File: src/rtl/control_types_pkg.sv
// Shared control-path types and the LSU lane/alignment helpers.
package control_types_pkg;

    localparam int unsigned WORD_W = 32;
    localparam int unsigned BE_W   = WORD_W / 8;

    // Memory operation issued by the control path to the MEM stage.
    typedef enum logic [3:0] {
        MEM_NOP = 4'd0,
        MEM_LB  = 4'd1,
        MEM_LH  = 4'd2,
        MEM_LW  = 4'd3,
        MEM_LBU = 4'd4,
        MEM_LHU = 4'd5,
        MEM_SB  = 4'd6,
        MEM_SH  = 4'd7,
        MEM_SW  = 4'd8
    } mem_op_t;

    // Load/store unit handshake state.
    typedef enum logic [1:0] {
        LSU_IDLE = 2'd0,
        LSU_REQ  = 2'd1,
        LSU_DONE = 2'd2
    } lsu_state_t;

    function automatic logic is_store(input mem_op_t op);
        return (op == MEM_SB) || (op == MEM_SH) || (op == MEM_SW);
    endfunction

    function automatic logic is_load(input mem_op_t op);
        return (op == MEM_LB) || (op == MEM_LH) || (op == MEM_LW) ||
               (op == MEM_LBU) || (op == MEM_LHU);
    endfunction

    // Halfwords need bit 0 clear, words need both low bits clear.
    function automatic logic is_misaligned(input mem_op_t op, input logic [1:0] a);
        logic m;
        m = 1'b0;
        case (op)
            MEM_LH, MEM_LHU, MEM_SH: m = a[0];
            MEM_LW, MEM_SW:          m = (a != 2'b00);
            default:                 m = 1'b0;
        endcase
        return m;
    endfunction

    // Byte enables by access size; loads and stores share the pattern.
    function automatic logic [BE_W-1:0] lane_be(input mem_op_t op, input logic [1:0] a);
        logic [BE_W-1:0] be;
        be = '0;
        case (op)
            MEM_LB, MEM_LBU, MEM_SB: be = 4'b0001 << a;
            MEM_LH, MEM_LHU, MEM_SH: be = a[1] ? 4'b1100 : 4'b0011;
            MEM_LW, MEM_SW:          be = 4'b1111;
            default:                 be = '0;
        endcase
        return be;
    endfunction

    // Replicate narrow store data so every lane carries it; be picks the lane.
    function automatic logic [WORD_W-1:0] lane_wdata(input mem_op_t op, input logic [WORD_W-1:0] w);
        logic [WORD_W-1:0] d;
        d = w;
        case (op)
            MEM_SB:  d = {4{w[7:0]}};
            MEM_SH:  d = {2{w[15:0]}};
            default: d = w;
        endcase
        return d;
    endfunction

endpackage

File: src/rtl/lsu_load_align.sv
// Shifts the addressed lane of a read word down to bit 0 and extends it.
module lsu_load_align
    import control_types_pkg::*;
#(
    parameter int unsigned XLEN = 32
) (
    input  mem_op_t         i_mem_op,
    input  logic [1:0]      i_addr_lo,
    input  logic [XLEN-1:0] i_word,
    output logic [XLEN-1:0] o_result
);

    logic [XLEN-1:0] w_shifted;

    assign w_shifted = i_word >> {i_addr_lo, 3'b000};

    // Size/sign selection on the lane-aligned word.
    always_comb begin
        o_result = w_shifted;
        case (i_mem_op)
            MEM_LB:  o_result = {{(XLEN-8){w_shifted[7]}}, w_shifted[7:0]};
            MEM_LBU: o_result = {{(XLEN-8){1'b0}}, w_shifted[7:0]};
            MEM_LH:  o_result = {{(XLEN-16){w_shifted[15]}}, w_shifted[15:0]};
            MEM_LHU: o_result = {{(XLEN-16){1'b0}}, w_shifted[15:0]};
            default: o_result = w_shifted;
        endcase
    end

endmodule

File: src/rtl/mem_stage_lsu.sv
// MEM-stage load/store unit: one outstanding data-memory access with a
// variable-latency ack, stalling the pipeline until the access finishes.
// Only XLEN = 32 is supported.
module mem_stage_lsu
    import control_types_pkg::*;
#(
    parameter int unsigned XLEN = 32
) (
    input  logic            clk,
    input  logic            rst,
    input  logic            valid_i,
    input  mem_op_t         mem_op_i,
    input  logic [XLEN-1:0] addr_i,
    input  logic [XLEN-1:0] wdata_i,
    output logic            stall_o,
    output logic            done_o,
    output logic [XLEN-1:0] rdata_o,
    output logic            misalign_o,
    output logic            dmem_req_o,
    output logic            dmem_we_o,
    output logic [XLEN-1:0] dmem_addr_o,
    output logic [3:0]      dmem_be_o,
    output logic [XLEN-1:0] dmem_wdata_o,
    input  logic            dmem_ack_i,
    input  logic [XLEN-1:0] dmem_rdata_i
);

    lsu_state_t      r_state;
    mem_op_t         r_op;
    logic [XLEN-1:0] r_addr;
    logic [3:0]      r_be;
    logic            r_we;
    logic [XLEN-1:0] r_wdata;
    logic [XLEN-1:0] r_rdata;

    logic            w_misalign;
    logic            w_active;
    logic            w_in_req;
    logic [XLEN-1:0] w_load_data;

    assign w_misalign = valid_i && is_misaligned(mem_op_i, addr_i[1:0]);
    assign w_active   = valid_i && (mem_op_i != MEM_NOP) && !w_misalign;
    assign w_in_req   = (r_state == LSU_REQ);

    // Extraction always uses the captured op/address, never the live inputs.
    lsu_load_align #(
        .XLEN (XLEN)
    ) u_load_align (
        .i_mem_op  (r_op),
        .i_addr_lo (r_addr[1:0]),
        .i_word    (dmem_rdata_i),
        .o_result  (w_load_data)
    );

    // Access FSM; captures the request on acceptance and the load result on ack.
    always_ff @(posedge clk) begin
        if (rst) begin
            r_state <= LSU_IDLE;
            r_op    <= MEM_NOP;
            r_addr  <= '0;
            r_be    <= '0;
            r_we    <= 1'b0;
            r_wdata <= '0;
            r_rdata <= '0;
        end else begin
            case (r_state)
                LSU_IDLE: begin
                    if (w_active) begin
                        r_state <= LSU_REQ;
                        r_op    <= mem_op_i;
                        r_addr  <= addr_i;
                        r_be    <= lane_be(mem_op_i, addr_i[1:0]);
                        r_we    <= is_store(mem_op_i);
                        r_wdata <= lane_wdata(mem_op_i, wdata_i);
                    end
                end
                LSU_REQ: begin
                    if (dmem_ack_i) begin
                        r_state <= LSU_DONE;
                        if (is_load(r_op)) begin
                            r_rdata <= w_load_data;
                        end
                    end
                end
                LSU_DONE: begin
                    r_state <= LSU_IDLE;
                end
                default: begin
                    r_state <= LSU_IDLE;
                end
            endcase
        end
    end

    // Memory-side outputs come only from captured state, so they hold until ack.
    assign dmem_req_o   = w_in_req;
    assign dmem_we_o    = w_in_req && r_we;
    assign dmem_be_o    = w_in_req ? r_be : 4'b0000;
    assign dmem_addr_o  = {r_addr[XLEN-1:2], 2'b00};
    assign dmem_wdata_o = r_wdata;

    // Pipeline-side outputs; the stall releases in DONE so the next op can enter.
    assign done_o     = (r_state == LSU_DONE);
    assign stall_o    = w_active && (r_state != LSU_DONE);
    assign misalign_o = w_misalign;
    assign rdata_o    = r_rdata;

endmodule

File: config.mk
export PLATFORM = sky130hd
export DESIGN_NAME = mem_stage_lsu
export DESIGN_NICKNAME = d
export VERILOG_FILES = /design/src/rtl/control_types_pkg.sv /design/src/rtl/lsu_load_align.sv /design/src/rtl/mem_stage_lsu.sv
export SDC_FILE = /design/constraint.sdc
export NUM_CORES = 1
export LEC_CHECK = 0
export CAP_MARGIN = 20
export CORE_MARGIN = 4
export CORE_UTILIZATION = 40
export CTS_CLUSTER_DIAMETER = 50
export CTS_CLUSTER_SIZE = 28
export DETAILED_ROUTE_END_ITERATION = 8
export GPL_TIMING_DRIVEN = 0
export PLACE_DENSITY = 0.72
export SLEW_MARGIN = 20
export SYNTH_ARGS = -nofsm -noshare
export SYNTH_HDL_FRONTEND = slang
export SYNTH_HIERARCHICAL = 1
export SYNTH_SLANG_ARGS = --single-unit
File: constraint.sdc
create_clock -name clk -period 2.1 [get_ports clk]
set_input_delay 0.315 -clock clk [delete_from_list [all_inputs] [get_ports clk]]
set_output_delay 0.315 -clock clk [all_outputs]
set_load 0.005 [all_outputs]
### After elaboration in Yosys (flattened, before gate mapping)

Index checks and enable logic that the tools add are counted.

| word-level totals | value |
|---|---|
| flip-flop bits (word level) | 107 |
| bits of input ports | 104 |

| cells by class | value |
|---|---|
| equality and inequality tests | 18 |
| shifts and indexed selects | 2 |
| mux-type cells | 9 |
| reductions and logical operators | 21 |

Operators by type and width:

| operator | number |
|---|---|
| $pmux W32 S4 | 1 |
| $pmux W32 S2 | 1 |
| $shr A32 B5 Y32 | 1 |
| $eq A4 B3 Y1 const B | 6 |
| $eq A4 B2 Y1 const B | 4 |
| $pmux W4 S3 | 1 |
| $eq A4 B1 Y1 const B | 2 |
| $mux W4 | 2 |
| $logic_or A1 B1 Y1 | 6 |
| $ne A2 B2 Y1 const B | 3 |
| $reduce_or A3 Y1 | 2 |
| $logic_and A1 B1 Y1 | 5 |
| $eq A4 B4 Y1 const B | 1 |
| $mux W2 | 2 |
| $pmux W2 S2 | 1 |
| $reduce_and A2 Y1 | 2 |
| $reduce_bool A4 Y1 | 1 |
| $shl A1 B2 Y4 const A | 1 |
| $reduce_and A3 Y1 | 1 |
| $eq A2 B1 Y1 const B | 1 |
| $eq A2 B2 Y1 const B | 1 |
| $logic_not A2 Y1 | 1 |
| $pmux W1 S2 | 1 |
| $reduce_bool A2 Y1 | 1 |
| other kinds (2) | 2 |

### Depth between registers and ports, before layout

Gate-level depths: netlist (run 1).

| depth | value |
|---|---|
| depth after elaboration | 8 |
| gate-level depth with buffers | 8 |

### By module

The synthesis (run 1) kept the hierarchy.

By module, submodules not included:

| module | instances | cells each | area each (sq um) | sequential area each (sq um) |
|---|---|---|---|---|
| mem_stage_lsu | 1 | 527 | 5424.0 | 2142.1 |
| lsu_load_align | 1 | 105 | 795.8 | 0.0 |

### Worst setup path after synthesis (run 1)

No wires, ideal clock.

| timing path | value |
|---|---|
| path kind | input to register |
| from | in mem_op_i[3] |
| to | reg r_wdata[10] (netlist: dmem_wdata_o[10]) |
| setup time | 0.121 ns |
| arrival | 1.612 ns |
| slack | 0.366 ns |
| stages | 7 |
| buffers on the path | 3 |
| path through | buf_6 -> o41ai_2 -> nor3_2 -> buf_4 -> nand3_2 -> buf_6 -> mux2_4 |

| on the way | value |
|---|---|
| longest elaborated chain between the ends | 7 |
| elaborated cells between the ends (all ways) | 16 |

RTL lines:

| item | line | source |
|---|---|---|
| start, declared | mem_stage_lsu.sv:12 | `input mem_op_t mem_op_i,` |
| $eq A4 B3 Y1 (tied with other cells) | control_types_pkg.sv:40, control_types_pkg.sv:65 |  |
| $reduce_or A3 Y1 / $reduce_or A2 Y1 (equally long branches) | control_types_pkg.sv:40 | `case (op)` |
| $pmux W1 S2 | control_types_pkg.sv:40 |  |
| $logic_and A1 B1 Y1 | mem_stage_lsu.sv:41 | `assign w_misalign = valid_i && is_misaligned(mem_op_i, addr_i[1:0]);` |
| $logic_not A1 Y1 | mem_stage_lsu.sv:42 | `assign w_active = valid_i && (mem_op_i != MEM_NOP) && !w_misalign;` |
| $logic_and A1 B1 Y1 | mem_stage_lsu.sv:42 |  |
| $reduce_and A2 Y1 (no line) | -- |  |
| end signal, assigned | mem_stage_lsu.sv:74 | `r_wdata <= lane_wdata(mem_op_i, wdata_i);` |
| end, declared | mem_stage_lsu.sv:33 | `logic [XLEN-1:0] r_wdata;` |

Several ways; a longest one is shown, not always the timed one.
A chain may end at the register's enable or synchronous reset.

### Final worst setup path (run 1)

| timing path | value |
|---|---|
| from | in mem_op_i[2] |
| to | out stall_o |

| on the way | value |
|---|---|
| longest elaborated chain between the ends | 7 |
| elaborated cells between the ends (all ways) | 14 |

RTL lines:

| item | line | source |
|---|---|---|
| $eq A4 B3 Y1 (tied with other cells) | control_types_pkg.sv:40 |  |
| $reduce_or A3 Y1 / $reduce_or A2 Y1 (equally long branches) | control_types_pkg.sv:40 |  |
| $pmux W1 S2 | control_types_pkg.sv:40 |  |
| $logic_and A1 B1 Y1 | mem_stage_lsu.sv:41 |  |
| $logic_not A1 Y1 | mem_stage_lsu.sv:42 |  |
| $logic_and A1 B1 Y1 (*) | mem_stage_lsu.sv:42 |  |
| $logic_and A1 B1 Y1 (*) | mem_stage_lsu.sv:104 | `assign stall_o = w_active && (r_state != LSU_DONE);` |
| end, declared | mem_stage_lsu.sv:15 | `output logic stall_o,` |

Mark *: on every way between the ends. The rest lies on a longest branch, timed or not.

==> results of run 1 <==
-- state kept, by name, summed over array words and instances, names as in the netlist --
signal / flops
r_op: 4
r_state: 2
r_addr: 32
rdata_o: 32
r_we: 1
r_be: 4
dmem_wdata_o: 32
-- cell families after synthesis --
group / Yosys count / share of synthesized area [%]
multiplexers: 146 / 25.1
AO/OA/AOI/OAI: 90 / 11.6
buffers and inverters: 90 / 10.2
flip-flops: 107 / 34.4
XOR/XNOR: 1 / 0.141
AND/OR/NAND/NOR: 197 / 18.5
other: 1 / 0.0603
-- per-stage QoR --
stage                     TNS, ns  worst slack (ns)  util [%]  cells  instance area (um^2)
final                           0            0.0925      58.2   1045                  8840
after floorplan                 0             0.366         -    633                  6220
after detailed placement   -24.05             -1.03      55.9   1024                  8490
after CTS                       0            0.0139      58.0   1042                  8820
after global routing            0           0.00386      58.2   1045                  8840
after global placement     -20.24             -1.00      55.9   1024                  8490
-- repair_timing --
action / 4_1_cts / 5_1_grt
setup endpoints to repair: 9 / 10
resized for setup: 20 / 9
setup buffers: 4 / 3
pin swaps: 3 / 1
-- placed cells by master, fill, tap and decap left out, types with 5 or more instances in the layout --
master and count:
sky130_fd_sc_hd__mux2_4 15, sky130_fd_sc_hd__buf_4 44, sky130_fd_sc_hd__o221ai_1 8, sky130_fd_sc_hd__clkbuf_16 9, sky130_fd_sc_hd__o21ai_0 13, sky130_fd_sc_hd__dfxtp_1 106
sky130_fd_sc_hd__mux2i_1 121, sky130_fd_sc_hd__o2111ai_1 8, sky130_fd_sc_hd__o211ai_1 8, sky130_fd_sc_hd__buf_12 5, sky130_fd_sc_hd__and2_1 6, sky130_fd_sc_hd__a211oi_1 7
sky130_fd_sc_hd__a31oi_1 9, sky130_fd_sc_hd__nand2b_1 93, sky130_fd_sc_hd__buf_6 8, sky130_fd_sc_hd__nor2b_1 26, sky130_fd_sc_hd__clkdlybuf4s50_1 197, sky130_fd_sc_hd__a2bb2oi_1 7
sky130_fd_sc_hd__buf_2 11, sky130_fd_sc_hd__a21oi_1 11, sky130_fd_sc_hd__clkbuf_1 24, sky130_fd_sc_hd__a211oi_2 9, sky130_fd_sc_hd__mux2_1 9, sky130_fd_sc_hd__nor2_1 53
-- worst max-delay path: stages --
cell	delay, ns
sky130_fd_sc_hd__dlygate4sd2_1	0.26
sky130_fd_sc_hd__buf_6	0.14
sky130_fd_sc_hd__and4b_1	0.19
sky130_fd_sc_hd__a221oi_4	0.24
sky130_fd_sc_hd__buf_6	0.15
sky130_fd_sc_hd__nand2_2	0.05
sky130_fd_sc_hd__nor3_2	0.20
sky130_fd_sc_hd__buf_2	0.15
-- worst max path at each step --
stage	endpoint	slack (ns)
floorplan	dmem_wdata_o[10]	0.37
global placement	stall_o	-1.00
detailed placement	stall_o	-1.03
CTS	stall_o	0.01
global route	rdata_o[25]	0.004
finish	stall_o	0.09
-- final cells by class --
| cell class | count | area [um^2] | area share, % |
|---|---|---|---|
| well taps | 188 | 235 | 2.66 |
| clock inverters | 2 | 12.5 | 0.142 |
| repair buffers | 210 | 2070 | 23.5 |
| multi-input cells | 436 | 3460 | 39.2 |
| clock buffers | 12 | 256 | 2.90 |
| inverters | 2 | 7.51 | 0.0849 |
| plain buffers | 88 | 647 | 7.32 |
| flip-flops and latches | 107 | 2140 | 24.2 |
-- per-layer routing --
layer | track usage, % | part of all wire (%)
met1 | 26.3 | 42
met2 | 34.2 | 47
met3 | 6.73 | 8.9
met4 | 6.35 | 2.1
met5 | 0 | 0.075
-- power groups by stage --
stage          Clock, mW  Combinational (mW)  Sequential, mW
3_5_place_dp           0                1.50            2.28
3_3_place_gp           0                1.48            2.28
5_1_grt             1.73                1.63            2.26
6_report            1.59                1.52            2.24
4_1_cts             1.63                1.52            2.24
2_1_floorplan          0               0.855            2.27
==> PnR_summary.wiki, run 1 <==
{| class="wikitable"
! Metric !! Value
|-
| Outcome || complete, no violations
|-
| Area added between synthesis and finish || 42.1%
|-
| # rows || 45
|-
| Iteration-0 DRC Markers || 325
|-
| Post-Synthesis Cells || 632
|-
| CTS tree || yes
|-
| Synth area leaders || sky130_fd_sc_hd__dfxtp_1 34%, sky130_fd_sc_hd__mux2i_1 19%, sky130_fd_sc_hd__nand2b_1 9.4%, sky130_fd_sc_hd__buf_4 4.6%, sky130_fd_sc_hd__mux2_4 3.6%
|-
| WHS Endpoint || r_op[3]
|-
| FFs w/ async S/R, synth || 0%
|-
| Worst Hold Class || in2reg
|-
| Worst Setup Path Type || in2out
|-
| Endpoint of the lowest-slack register-to-register path || rdata_o[31]
|-
| Fraction of the yosys area taken by sequential cells || 34.4%
|-
| Final hold violations || 0
|-
| Element type at the critical path end || primary output
|-
| H-Tree Depth || 3
|-
| Area of the core || approximately 15,000 um^2
|-
| Worst Path Arrival || 1.69 ns
|-
| Maximum achievable frequency || 498 MHz
|-
| Number of slew-limit violations in the final report || 0
|-
| Most frequent cell after synthesis || sky130_fd_sc_hd__mux2i_1
|-
| Maximum number of pins on one net before global-route repair || 16
|-
| DRC violation count after routing || 0
|-
| Number of vias per cell after detailed routing || around 5.2
|-
| Count of buffers from port buffering || 203
|-
| Reported net switching power || 1.46 mW
|-
| Width of the chip || ~130 um
|-
| Minimum setup slack among reg-to-reg paths || 0.12 ns
|-
| Clock group share of total power || 29.7%
|-
| Type of origin of the critical path || input port
|-
| Root buffer cell || sky130_fd_sc_hd__clkbuf_16
|-
| Max-cap violations || 0
|-
| Final antenna diode count || 0
|-
| Min-delay src || mem_op_i[3]
|-
| Routed length per instance || 17.9 um
|-
| Clock buffer count from CTS || 9
|-
| Clock Latency Late Sink || around 0.35 ns
|-
| Power consumption || 5.35 mW
|-
| Final critical-path share of the clock period || 95.6%
|-
| Clock-pin slew on the worst setup and hold paths || 0.07 ns
|-
| Final ANT Viol Nets || 0
|-
| Flop and latch count out of synthesis || 107
|-
| Leakage dissipation || 3.60 nW
|-
| Cell taking the most area after synthesis || sky130_fd_sc_hd__dfxtp_1
|-
| EDFF count, synth || 0
|-
| Final RePlAce weighted congestion || 0.902
|-
| Initial antenna violation count || 2
|-
| Netlist area before placement || ~6200 um^2
|-
| Final clock skew || 0.00650 ns
|-
| Post-synthesis area per instance || 9.84 um^2
|-
| CP required || 1.78 ns
|-
| Largest fanout on the critical path || 6
|-
| Number of top-level design ports || around 210
|-
| Global-route usage over all layers || a little over a fifth
|-
| Fraction of power spent switching nets || 27.3%
|-
| Die Outline Area || 17,600 um^2
|-
| Seq pwr share || between 40% and 50%
|-
| RSZ-0062 raised after global routing || no
|-
| CTS hold repair buffers || 0
|-
| Count of different cell masters after synthesis || 51
|-
| DR vias || approximately 5,400
|-
| Number of global-route vias before repair || 5,539
|-
| Die Y || ~130 um
|-
| Beginning of the worst register-to-register path || r_addr[0]
|-
| Number of stages on the worst hold path || 3
|-
| Relative contribution of combinational cells to total power || 28.4%
|-
| Critical path launch point || mem_op_i[2]
|-
| Number of buffers on the longest clock path || 2
|-
| Shortest period the worst path allows || 2.01 ns
|-
| Number of inserted filler cells in the final layout || between 1,000 and 1,500
|-
| FF-to-FF path depth || 7
|-
| Min Hold Slack || approximately 0.26 ns
|-
| Area share of the largest cell type after synthesis || ~34%
|-
| Aggregate routed wire length || 18,700 um
|-
| Top cells by instance count after synthesis || 121 x sky130_fd_sc_hd__mux2i_1, 107 x sky130_fd_sc_hd__dfxtp_1, 93 x sky130_fd_sc_hd__nand2b_1
|-
| Half-perimeter wire length of the detailed placement result || ~15,000 um
|-
| Most common flop cell mapped by yosys || sky130_fd_sc_hd__dfxtp_1
|-
| Synthesis Warnings || 6
|-
| Total number of clock tree sinks || 107
|-
| Slew HR || 53.3%
|-
| Wire length of the first global-routing pass || 29,600 um
|-
| Setup violations, final || 0
|-
| Fraction of layout instances using a drive strength above 1 || 14.8%
|-
| Remaining Overflow, GRT || 0
|-
| Internal Pwr Total || 3.89 mW
|-
| Final net count || between 900 and 1,000
|-
| Count of TritonRoute iterations in the first routing pass || 5
|-
| Worst-case vdd ir drop || ~350 uV
|-
| Ratio of total power to cell area || 605 nW/um^2
|-
| Initial core utilization || around 40%
|-
| Tightest Pin Transition || around 0.7 ns
|}
Power figures use the tool's default switching activity.
==> run 2, diff against run 1 <==
Settings changed: SKIP_CTS_REPAIR_TIMING from default to 1.
==> run 2 against run 1 <==
  * Clock skew is 0.00083 ns higher
  * Cell count hardly changed
  * Register-to-register slack hardly changed
  * Non-clock buffer count is 1 lower
  * Global-route usage hardly changed
  * Worst setup slack worse by 0.018 ns
  * Largest cell class unchanged
  * Largest power group unchanged
==> PnR_summary.wiki, run 2 (synthesis results as in run 1) <==
{| class="wikitable"
! Metric !! Value
|-
| Outcome || complete, no violations
|-
| Final ANT Viol Nets || 0
|-
| Area added between synthesis and finish || 42.3%
|-
| Aggregate routed wire length || 18,700 um
|-
| Number of top-level design ports || between 200 and 250
|-
| Fraction of layout instances using a drive strength above 1 || 14.3%
|-
| CTS tree || yes
|-
| Global Route met1 Usage || approximately a quarter
|-
| Slew HR || 52.7%
|-
| Most used cells in the layout excluding fill and tap cells || 197 x sky130_fd_sc_hd__clkdlybuf4s50_1, 121 x sky130_fd_sc_hd__mux2i_1, 106 x sky130_fd_sc_hd__dfxtp_1
|-
| Number of vias per cell after detailed routing || 5.15
|-
| Minimum setup slack among reg-to-reg paths || 0.12 ns
|-
| Setup Total Neg Slack || 0 ns
|-
| Critical Path End || stall_o
|-
| Most common cell after layout, fill and taps aside || sky130_fd_sc_hd__clkdlybuf4s50_1
|-
| Fraction of power spent switching nets || 27.3%
|-
| Count of TritonRoute iterations in the first routing pass || 5
|-
| Remaining Overflow, GRT || 0
|-
| Global-route usage over all layers || approximately a fifth
|-
| Number of global-route vias before repair || between 5,000 and 6,000
|-
| Clock buffer count from CTS || 9
|-
| Global routing met3 resource utilization || 6.84%
|-
| Half-perimeter wire length of the detailed placement result || 14,600 um
|-
| Number of buffers on the longest clock path || 2
|-
| Final hold violations || 0
|-
| Iteration-0 DRC Markers || 337
|-
| Critical path launch point || mem_op_i[1]
|-
| Worst setup slack before clock tree synthesis || -1.03 ns
|-
| Ratio of total power to cell area || 605 nW/um^2
|-
| Die Outline Area || 17,600 um^2
|-
| Clock-pin slew on the worst setup and hold paths || 0.07 ns
|-
| Number of slew-limit violations in the final report || 0
|-
| Element type at the critical path end || primary output
|-
| Maximum number of pins on one net before global-route repair || 16
|-
| Final critical-path share of the clock period || 96.5%
|-
| Beginning of the worst register-to-register path || r_addr[0]
|-
| Setup violations, final || 0
|-
| Global Route met2 Usage || 34.0%
|-
| Largest fanout on the critical path || 9
|-
| Width of the chip || 133 um
|-
| Tightest Pin Transition || slightly above 0.7 ns
|-
| DR vias || 5,385
|-
| Leakage dissipation || around 3.6 nW
|-
| Type of origin of the critical path || input port
|-
| DRC violation count after routing || 0
|-
| Max-cap violations || 0
|-
| Worst Setup Path Type || in2out
|-
| Area of the core || 15,200 um^2
|-
| Final net count || 957
|-
| Most congested layer reported by global routing || met2
|-
| Internal Pwr Total || between 3 and 4 mW
|-
| H-Tree Depth || 3
|-
| Worst-case vdd ir drop || 357 uV
|-
| # rows || 45
|-
| Die Y || 133 um
|-
| Final clock skew || about 0.0073 ns
|-
| Initial core utilization || 40.9%
|-
| Clock Latency Late Sink || 0.35 ns
|-
| Relative contribution of combinational cells to total power || 28.4%
|-
| Maximum achievable frequency || 494 MHz
|-
| Worst setup margin || 0.0743 ns
|-
| Total number of clock tree sinks || 107
|-
| FF-to-FF path depth || 7
|-
| Min Hold Slack || 0.258 ns
|-
| Wire length of the first global-routing pass || between 20,000 and 30,000 um
|-
| Clock group share of total power || 29.8%
|-
| Routed length per instance || 17.9 um
|-
| Worst Hold Class || in2reg
|-
| CP required || 1.78 ns
|-
| Number of inserted filler cells in the final layout || 1,290
|-
| Seq pwr share || 41.9%
|-
| Endpoint of the lowest-slack register-to-register path || rdata_o[31]
|-
| Shortest period the worst path allows || 2.03 ns
|-
| Final RePlAce weighted congestion || 0.902
|-
| Worst Path Arrival || 1.71 ns
|-
| Root buffer cell || sky130_fd_sc_hd__clkbuf_16
|-
| Initial antenna violation count || 4
|-
| Count of buffers from port buffering || 203
|-
| Reported net switching power || between 1 and 1.5 mW
|}
-- run 2: changes by cell type in the layout (fill, tap and decap cells not counted), sizes merged --
cell           previous run  this run
clkbuf                   37        36
dlymetal6s2s              0         5
buf                      72        71
clkdlybuf4s15             2         0
diode                     0         2
dlygate4sd2               2         0
-- run 2: worst min-delay path by stage --
stage	from	to	slack (ns)	cells after the start
4_1_cts	mem_op_i[3]	r_op[3]	0.25	3
6_report	mem_op_i[3]	r_op[3]	0.26	3
3_5_place_dp	r_addr[13]	r_addr[13]	0.47	2
3_3_place_gp	r_addr[12]	r_addr[12]	0.46	2
2_1_floorplan	r_addr[0]	r_addr[0]	0.45	2
5_1_grt	mem_op_i[3]	r_op[3]	0.26	3
-- run 2: power by group through the flow --
stage | Combinational (mW) | Sequential (mW) | Clock, mW
floorplan | 0.855 | 2.27 | 0
global placement | 1.48 | 2.28 | 0
detailed placement | 1.50 | 2.28 | 0
CTS | 1.51 | 2.24 | 1.63
global route | 1.63 | 2.26 | 1.73
finish | 1.52 | 2.24 | 1.59
-- run 2: cell type report --
| class | count | area (um^2) | area share, % |
|---|---|---|---|
| clock buffers | 12 | 256 | 2.90 |
| repair buffers | 209 | 2080 | 23.6 |
| clock inverters | 2 | 12.5 | 0.141 |
| diodes | 2 | 5.00 | 0.0566 |
| plain buffers | 88 | 643 | 7.27 |
| flip-flops and latches | 107 | 2140 | 24.2 |
| inverters | 2 | 7.51 | 0.0848 |
| well taps | 188 | 235 | 2.66 |
| multi-input cells | 436 | 3460 | 39.1 |
-- run 2: critical path, stage by stage --
cell and delay (ns):
sky130_fd_sc_hd__dlymetal6s2s_1 0.24, sky130_fd_sc_hd__nor2b_2 0.23, sky130_fd_sc_hd__a221oi_4 0.34, sky130_fd_sc_hd__buf_6 0.15, sky130_fd_sc_hd__nand2_1 0.06, sky130_fd_sc_hd__nor3_2 0.21, sky130_fd_sc_hd__buf_2 0.15
-- run 2: routing by layer --
layer,vias up,wire length (um),share of wire (%)
met1,2536,8070,43
met3,29,1480,7.9
met2,206,8760,47
met5,-,14,0.075
met4,4,380,2.0
li1,2610,-,-
-- run 2: through the flow --
step           total power [mW]  std cells  cell area [um^2]  util (%)
2_1_floorplan              3.13        633              6220         -
3_3_place_gp               3.76       1024              8490      55.9
3_5_place_dp               3.78       1024              8490      55.9
4_1_cts                    5.38       1038              8760      57.6
5_1_grt                    5.62       1046              8850      58.2
6_report                   5.35       1046              8850      58.2
==> run 3, diff against run 2 <==
Settings changed: GPL_TIMING_DRIVEN 0 to default.
==> run 3 against run 2 <==
  * Global-route usage down 1.9 points
  * Register-to-register slack better by 0.11 ns
  * Largest power group unchanged
  * Critical path depth is 4 lower
  * Clock skew up 0.0031 ns
==> PnR_summary.wiki, run 3 (synthesis results as in run 1) <==
{| class="wikitable"
! Metric !! Value
|-
| Clock buffer count from CTS || 9
|-
| Global-route usage over all layers || between 10% and 20%
|-
| Clock Latency Late Sink || 0.35 ns
|-
| Worst path max stage delay || about 0.54 ns
|-
| Width of the chip || 133 um
|-
| Worst setup slack before clock tree synthesis || -0.561 ns
|-
| RSZ-0062 raised after global routing || no
|-
| Placed cell count || roughly 980
|-
| Half-perimeter wire length of the detailed placement result || 12,800 um
|-
| Aggregate routed wire length || 17,000 um
|-
| Worst Hold Class || in2reg
|-
| Initial core utilization || 40.9%
|-
| H-Tree Depth || 3
|-
| Number of vias per cell after detailed routing || ~5.2
|-
| Count of buffers from port buffering || 206
|-
| Most used cells in the layout excluding fill and tap cells || 198 x sky130_fd_sc_hd__clkdlybuf4s50_1, 121 x sky130_fd_sc_hd__mux2i_1, 106 x sky130_fd_sc_hd__dfxtp_1
|-
| Final Non-Filler Cells || 994
|-
| Worst Setup Path Type || reg2out
|-
| Number of buffers on the longest clock path || 2
|-
| Setup violations, final || 0
|-
| Maximum achievable frequency || 511 MHz
|-
| Count of TritonRoute iterations in the first routing pass || 5
|-
| Final antenna diode count || 0
|-
| Max-cap violations || 0
|-
| Total number of clock tree sinks || 107
|-
| Root buffer cell || sky130_fd_sc_hd__clkbuf_16
|-
| Global routing met3 resource utilization || 6.81%
|-
| Number of top-level design ports || 209
|-
| Type of origin of the critical path || flop
|-
| Final RePlAce weighted congestion || 0.885
|-
| Setup Total Neg Slack || 0 ns
|-
| Final critical-path share of the clock period || 93.2%
|-
| Area of the core || approximately 15,000 um^2
|-
| Wire length of the first global-routing pass || 27,500 um
|-
| Initial antenna violation count || 0
|-
| Critical Path, Cell by Cell || nor2b_4, and2_1, clkdlybuf4s50_1
|-
| Ratio of total power to cell area || 640 nW/um^2
|-
| Outcome || complete, no violations
|-
| Buffers plus inverters on the worst setup path || 1
|-
| CTS tree || yes
|-
| Largest fanout on the critical path || 7
|-
| Worst setup margin || 0.144 ns
|-
| Number of global-route vias before repair || about 5,300
|-
| DRC violation count after routing || 0
|-
| Number of inserted filler cells in the final layout || about 1,300
|-
| Global Route met2 Usage || 30.4%
|-
| DR vias || around 5,200
|-
| Final net count || roughly 900
|-
| Die Y || 133 um
|-
| Area added between synthesis and finish || 39.2%
|-
| Area of all placed cells without fillers || just under 9000 um^2
|-
| Slew HR || 59.9%
|-
| Worst Path Arrival || 1.64 ns
|-
| Iteration-0 DRC Markers || 265
|-
| Leakage dissipation || 3.53 nW
|-
| Shortest period the worst path allows || 1.96 ns
|-
| Placed instance area || just over 8000 um^2
|-
| Remaining Overflow, GRT || 0
|-
| Clock-pin slew on the worst setup and hold paths || ~0.08 ns
|-
| Final clock skew || 0.0105 ns
|-
| Most common cell after layout, fill and taps aside || sky130_fd_sc_hd__clkdlybuf4s50_1
|-
| Die Outline Area || between 15,000 and 20,000 um^2
|-
| Slowest cell on the critical path || sky130_fd_sc_hd__clkdlybuf4s50_1
|-
| Final ANT Viol Nets || 0
|-
| Fraction of layout instances using a drive strength above 1 || 12.2%
|-
| CP required || 1.78 ns
|-
| Global Route met1 Usage || 23.3%
|-
| Element type at the critical path end || primary output
|-
| # rows || 45
|-
| Worst-case vdd ir drop || 414 uV
|-
| Final hold violations || 0
|-
| Maximum number of pins on one net before global-route repair || 59
|-
| Tightest Pin Transition || around 0.6 ns
|-
| Most congested layer reported by global routing || met2
|-
| Routed length per instance || 17.1 um
|-
| Number of slew-limit violations in the final report || 0
|-
| Cell family with the largest share of critical-path delay || buffers and inverters
|}
==> run 3: changes by cell type in the layout (fill, tap and decap cells not counted), sizes merged <==
cell	delta
dlymetal6s2s	+2
clkbuf	-27
clkdlybuf4s50	+1
clkinvlp	-1
inv	+3
bufinv	+2
buf	-31
clkinv	+1
diode	-2
==> run 3: stage by stage <==
stage | hold slack, ns | total power [mW] | utilization, %
2_1_floorplan | 0.445 | 3.13 | -
3_5_place_dp | 0.465 | 3.69 | 54.4
4_1_cts | 0.396 | 5.59 | 56.5
5_1_grt | 0.459 | 5.79 | 57.0
3_3_place_gp | 0.458 | 3.66 | 54.4
6_report | 0.411 | 5.54 | 57.0
==> run 3: metal layers <==
layer | wire (um) | vias to the layer above
met5 | 0 | -
met4 | 435 | 0
met3 | 1560 | 27
met2 | 7800 | 205
met1 | 7250 | 2449
li1 | - | 2501
==> run 3: final cells by class <==
| cell class | instances | area (um^2) | share of cell area (%) |
|---|---|---|---|
| Clock buffer | 9 | 225 | 2.60 |
| Clock inverter | 7 | 106 | 1.23 |
| Inverter | 2 | 7.51 | 0.0867 |
| Multi-Input combinational cell | 436 | 3470 | 40.1 |
| Sequential cell | 107 | 2140 | 24.8 |
| Tap cell | 188 | 235 | 2.72 |
| Timing Repair Buffer | 245 | 2470 | 28.5 |
==> run 3: worst paths after layout <==
check,cells past startpoint,startpoint,endpoint,slack [ns]
max reg2reg,5,r_addr[0],rdata_o[21],0.23
min reg2reg,2,dmem_wdata_o[4],dmem_wdata_o[4],0.47
max,3,r_state[0],dmem_we_o,0.14
min,2,rst,r_state[1],0.41
==> run 3: worst register-to-register path, stage by stage, from the launching register on <==
cell	delay, ns
sky130_fd_sc_hd__dfxtp_1	0.35
sky130_fd_sc_hd__buf_4	0.36
sky130_fd_sc_hd__o21a_1	0.59
sky130_fd_sc_hd__o221ai_1	0.25
sky130_fd_sc_hd__mux2i_1	0.17
sky130_fd_sc_hd__nor2_1	0.05
==> run 3: power breakdown <==
part	switching [mW]	total (mW)	internal, mW
sequential	0.0768	2.24	2.16
clock	0.819	1.89	1.07
combinational	0.608	1.42	0.811
